[src/rtl/dbus_demux.sv]
// Data-bus request demultiplexer: decodes one CPU load/store, drives a single target,
// waits for its ready (bounded by TIMEOUT) and returns one registered response.
module dbus_demux #(
  parameter int unsigned TIMEOUT = 15
) (
  input  logic        clk,
  input  logic        reset,
  input  logic        req_valid,
  output logic        req_ready,
  input  logic        req_we,
  input  logic [31:0] req_addr,
  input  logic [31:0] req_wdata,
  input  logic [3:0]  req_wstrb,
  output logic        resp_valid,
  output logic [31:0] resp_rdata,
  output logic        resp_err,
  output logic [31:0] m_addr,
  output logic [31:0] m_wdata,
  output logic [3:0]  m_wstrb,
  output logic        m_we,
  output logic [2:0]  s_valid,
  input  logic [2:0]  s_ready,
  input  logic [31:0] s0_rdata,
  input  logic [31:0] s1_rdata,
  input  logic [31:0] s2_rdata
);

  typedef enum logic [1:0] {StIdle, StBusy, StResp} state_t;

  localparam logic [3:0] LastCnt = 4'(TIMEOUT - 1);

  state_t      state;
  logic [3:0]  cnt;
  logic [2:0]  dec_sel;
  logic        aligned;
  logic        sel_ready;
  logic [31:0] sel_rdata;

  always_comb begin
    dec_sel[0] = (req_addr[31:16] == 16'h0000);
    dec_sel[1] = (req_addr[31:12] == 20'h10000);
    dec_sel[2] = (req_addr[31:8] == 24'h200000);
    aligned    = (req_addr[1:0] == 2'b00);
  end

  // Only the selected target's ready counts; others are masked by the one-hot select.
  assign sel_ready = |(s_ready & s_valid);

  always_comb begin
    sel_rdata = '0;
    if (s_valid[0])      sel_rdata = s0_rdata;
    else if (s_valid[1]) sel_rdata = s1_rdata;
    else if (s_valid[2]) sel_rdata = s2_rdata;
  end

  assign req_ready = (state == StIdle);

  always_ff @(posedge clk or posedge reset) begin
    if (reset) begin
      state      <= StIdle;
      cnt        <= '0;
      s_valid    <= '0;
      resp_valid <= 1'b0;
      resp_rdata <= '0;
      resp_err   <= 1'b0;
      m_addr     <= '0;
      m_wdata    <= '0;
      m_wstrb    <= '0;
      m_we       <= 1'b0;
    end else begin
      case (state)
        StIdle: begin
          resp_valid <= 1'b0;
          if (req_valid) begin
            m_addr  <= req_addr;
            m_wdata <= req_wdata;
            m_wstrb <= req_wstrb;
            m_we    <= req_we;
            if ((|dec_sel) && aligned) begin
              s_valid <= dec_sel;
              cnt     <= '0;
              state   <= StBusy;
            end else begin
              resp_rdata <= '0;
              resp_err   <= 1'b1;
              resp_valid <= 1'b1;
              state      <= StResp;
            end
          end
        end
        StBusy: begin
          cnt <= cnt + 4'd1;
          // Ready on the final cycle is checked first, so it beats the timeout.
          if (sel_ready) begin
            resp_rdata <= m_we ? 32'h0 : sel_rdata;
            resp_err   <= 1'b0;
            resp_valid <= 1'b1;
            s_valid    <= '0;
            state      <= StResp;
          end else if (cnt == LastCnt) begin
            resp_rdata <= '0;
            resp_err   <= 1'b1;
            resp_valid <= 1'b1;
            s_valid    <= '0;
            state      <= StResp;
          end
        end
        StResp: begin
          resp_valid <= 1'b0;
          state      <= StIdle;
        end
        default: begin
          resp_valid <= 1'b0;
          s_valid    <= '0;
          state      <= StIdle;
        end
      endcase
    end
  end

endmodule

[config.mk]
export PLATFORM = sky130hd
export DESIGN_NAME = dbus_demux
export DESIGN_NICKNAME = d
export VERILOG_FILES = /design/src/rtl/dbus_demux.sv
export SDC_FILE = /design/constraint.sdc
export NUM_CORES = 1
export LEC_CHECK = 0
export ABC_AREA = 1
export CAP_MARGIN = 25
export CORE_AREA = 3 3 119 121
export CTS_BUF_LIST = sky130_fd_sc_hd__clkbuf_8 sky130_fd_sc_hd__clkbuf_16
export DETAILED_ROUTE_END_ITERATION = 16
export DIE_AREA = 0 0 122 124
export GPL_TIMING_DRIVEN = 0
export HOLD_SLACK_MARGIN = 0.12
export PLACE_DENSITY = 0.79
export SLEW_MARGIN = 20
export SYNTH_ARGS = -nofsm -noshare
export SYNTH_HDL_FRONTEND = slang
export SYNTH_SLANG_ARGS = --single-unit
[constraint.sdc]
create_clock -name clk -period 4.9 [get_ports clk]
set_input_delay 0.98 -clock clk [delete_from_list [all_inputs] [get_ports clk]]
set_output_delay 0.98 -clock clk [all_outputs]
set_load 0.01 [all_outputs]
==> flow_metrics.env <==
export IMPL_yosysTopAreaCell="dfrtp_1"
export IMPL_die_x_um=122
export IMPL_syn_avg_cell_area_um2=10.3
export IMPL_via_per_inst=4.82
export IMPL_routedWlPerCell_um=16.4
export IMPL_min_period_ns=2.53
export IMPL_rsz0062_at_grt="no"
export IMPL_status="finished, final reports clean"
export IMPL_portBuffers=277
export IMPL_synth_area_mm2=0.00512
export IMPL_nets=957
export IMPL_p_seq_frac=0.457
export IMPL_htreeDepth=3
export IMPL_fp_row_count=42
export IMPL_drtIter0Drc=171
export IMPL_maxSlewViolCount=0
export IMPL_cts_root_buf="clkbuf_16"
export IMPL_cts_tree="yes"
export IMPL_grt_usage=0.205
export IMPL_dr_pass1_iters=4
export IMPL_r2r_slack_ns=3.24
export IMPL_tightest_slew_ns=0.536
export IMPL_die_y_um=124
export IMPL_setup_viol=0
export IMPL_period_share=0.516
export IMPL_post_cts_resized=0
export IMPL_gp_congestion=0.790
export IMPL_hold_path_class="reg2reg"
export IMPL_cts_sinks=112
export IMPL_clock_latency_ns=0.34
export IMPL_clock_skew_ns=0.00808
export IMPL_drive_gt1_frac=0.165
export IMPL_arrival_ns=1.55
export IMPL_antenna_found_initial=0
export IMPL_endpoint_kind="output port"
export IMPL_combinationalPowerShare=0.228
export IMPL_fillCellCount=1062
export IMPL_syn_nets=668
export IMPL_p_leak_nw=3.61
export IMPL_drc_errors=0
export IMPL_ctsHoldBuffers=0
export IMPL_syn_inst=495
export IMPL_stdcell_area_mm2=0.00844
export IMPL_pin_count=278
export IMPL_start_util=0.388
export IMPL_crit_path_max_fanout=4
export IMPL_clock_fmax_mhz=396
export IMPL_worstPathRequired_ns=3.92
export IMPL_power_switching_mw=0.535
export IMPL_intPower_mw=1.77
export IMPL_cts_buffers=9
export IMPL_vias=4655
export IMPL_clk_pin_slew_ns=0.06
export IMPL_syn2layout_area_growth_pct=65.0
export IMPL_yosysTopAreaCellShare=0.548
export IMPL_synth_edff_count=0
export IMPL_grt_pass1_wl_mm=24.3
export IMPL_drv_cap=0
export IMPL_gr_total_overflow=0
export IMPL_worst_setup_path_start_kind="flip-flop"
export IMPL_dpl_cell_area_mm2=0.00814
export IMPL_switching_share=0.232
export IMPL_p_total_mw=2.31
export IMPL_ys_flop_type="dfrtp_1"
export IMPL_ir_worst_vdd_mv=0.196
export IMPL_yosysWarnings=0
export IMPL_synth_cell_type_count=26
export IMPL_routed_wl_mm=15.9
export IMPL_grt_max_degree=62
export IMPL_dp_hpwl_mm=12.7
export IMPL_final_hold_violation_count=0
export IMPL_maxSlewHeadroom=0.643
export IMPL_grt_pass1_vias=4879
export IMPL_cts_buffer_depth=2
export IMPL_async_reset_ff_frac=1.00
export IMPL_synth_area_top_cells="dfrtp_1 55%, mux2_2 15%, nand2_1 10%, a22oi_1 4.7%, o21ai_0 2.5%"
export IMPL_final_antenna_net_count=0
export IMPL_die_area_mm2=0.0151
export IMPL_yosysMostFrequentCell="nand2_1"
export IMPL_synth_commonest_cells="143 x nand2_1, 112 x dfrtp_1, 67 x mux2_2, 32 x a22oi_1, 26 x o21ai_0"
export IMPL_core_mm2=0.0132
export IMPL_antenna_cells=0
export IMPL_seq_area_frac_synth=0.548
export IMPL_pwr_share_clk=0.315
export IMPL_cts_setup_buffers=0
export IMPL_worst_setup_path_type="reg2out"
export IMPL_power_density_mw_per_mm2=274
export IMPL_ys_seq_elements=112
[state kept, by name, indices dropped and copies added (netlist names)]
register / count
s_valid: 3
cnt: 4
resp_valid: 1
m_addr: 32
resp_rdata: 32
m_wstrb: 4
resp_err: 1
state: 2
m_we: 1
m_wdata: 32
[cells by family after synthesis]
family | after synthesis | synth area share
fa+ha+maj | 2 | 0.00489
mux | 67 | 0.147
simple gates | 202 | 0.170
xor+xnor | 2 | 0.00342
buf+inv | 40 | 0.0404
flops | 112 | 0.548
compound gates | 70 | 0.0856
[stage by stage]
step	TNS (ns)	instances	hold slack, ns	setup slack (ns)	utilization
after floorplan	0	495	0.506	0.961	-
after global routing	0	965	0.493	2.30	0.640
after CTS	0	965	0.479	2.35	0.640
after global placement	-62.14	948	0.455	-0.559	0.615
after detailed placement	0	949	0.463	2.20	0.617
final	0	965	0.475	2.37	0.640
[metal layers]
layer | GRT usage | routed length (um) | vias up
li1 | - | - | 2233
met1 | 0.216 | 5800 | 2223
met2 | 0.386 | 8230 | 185
met3 | 0.0681 | 1590 | 14
met4 | 0.0644 | 233 | 0
met5 | 0 | 0 | -
[cells in the final DEF, fill, tap and decap left out]
cell / instances
a211oi_2: 1
a22oi_1: 32
buf_12: 1
buf_16: 1
buf_2: 14
buf_4: 1
buf_6: 1
buf_8: 1
bufinv_16: 1
clkbuf_1: 9
clkbuf_16: 9
clkbuf_8: 2
clkdlybuf4s50_1: 277
clkinvlp_4: 1
dfrtp_1: 112
ha_1: 2
inv_1: 14
inv_2: 1
inv_6: 1
mux2_2: 67
nand2_1: 143
nand2_2: 15
nand2_4: 1
nand3_1: 11
nand3_2: 4
nand4_1: 2
nor2_1: 18
nor2_2: 7
nor2_4: 1
o21ai_0: 26
o21ai_1: 11
xnor2_1: 1
xor2_1: 1
[critical path, stage by stage (launching register included)]
cell and delay (ns):
dfrtp_1 0.46, nor2_4 0.16, clkdlybuf4s50_1 0.59
[power by group through the flow]
stage                     Clock, mW  Combinational (mW)  Sequential [mW]
final                         0.727               0.526             1.06
after global routing          0.790               0.561             1.07
after CTS                     0.754               0.535             1.06
after detailed placement          0               0.532             1.07
after global placement            0               0.519             1.07
after floorplan                   0               0.131             1.11
[cell type report]
cell class | instances | area, um^2 | share of cell area
inverter | 13 | 53.8 | 0.00637
clock buffer | 11 | 253 | 0.0299
timing repair buffer | 278 | 2800 | 0.332
multi-input combinational | 343 | 2110 | 0.250
buffer | 27 | 158 | 0.0187
clock inverter | 5 | 48.8 | 0.00578
tap | 176 | 220 | 0.0261
sequential | 112 | 2800 | 0.332
[final timing paths]
check | to | startpoint | cells after the start
worst max-delay path | req_ready | state[1] | 2
worst min-delay path | resp_rdata[19] | resp_rdata[19] | 2
worst max register to register | resp_rdata[1] | cnt[0] | 10
worst min register to register | resp_rdata[19] | resp_rdata[19] | 2
max in group asynchronous | resp_rdata[27] | reset | 3
min in group asynchronous | m_wdata[12] | reset | 2
No activity file was read; power rests on OpenSTA's default activity.
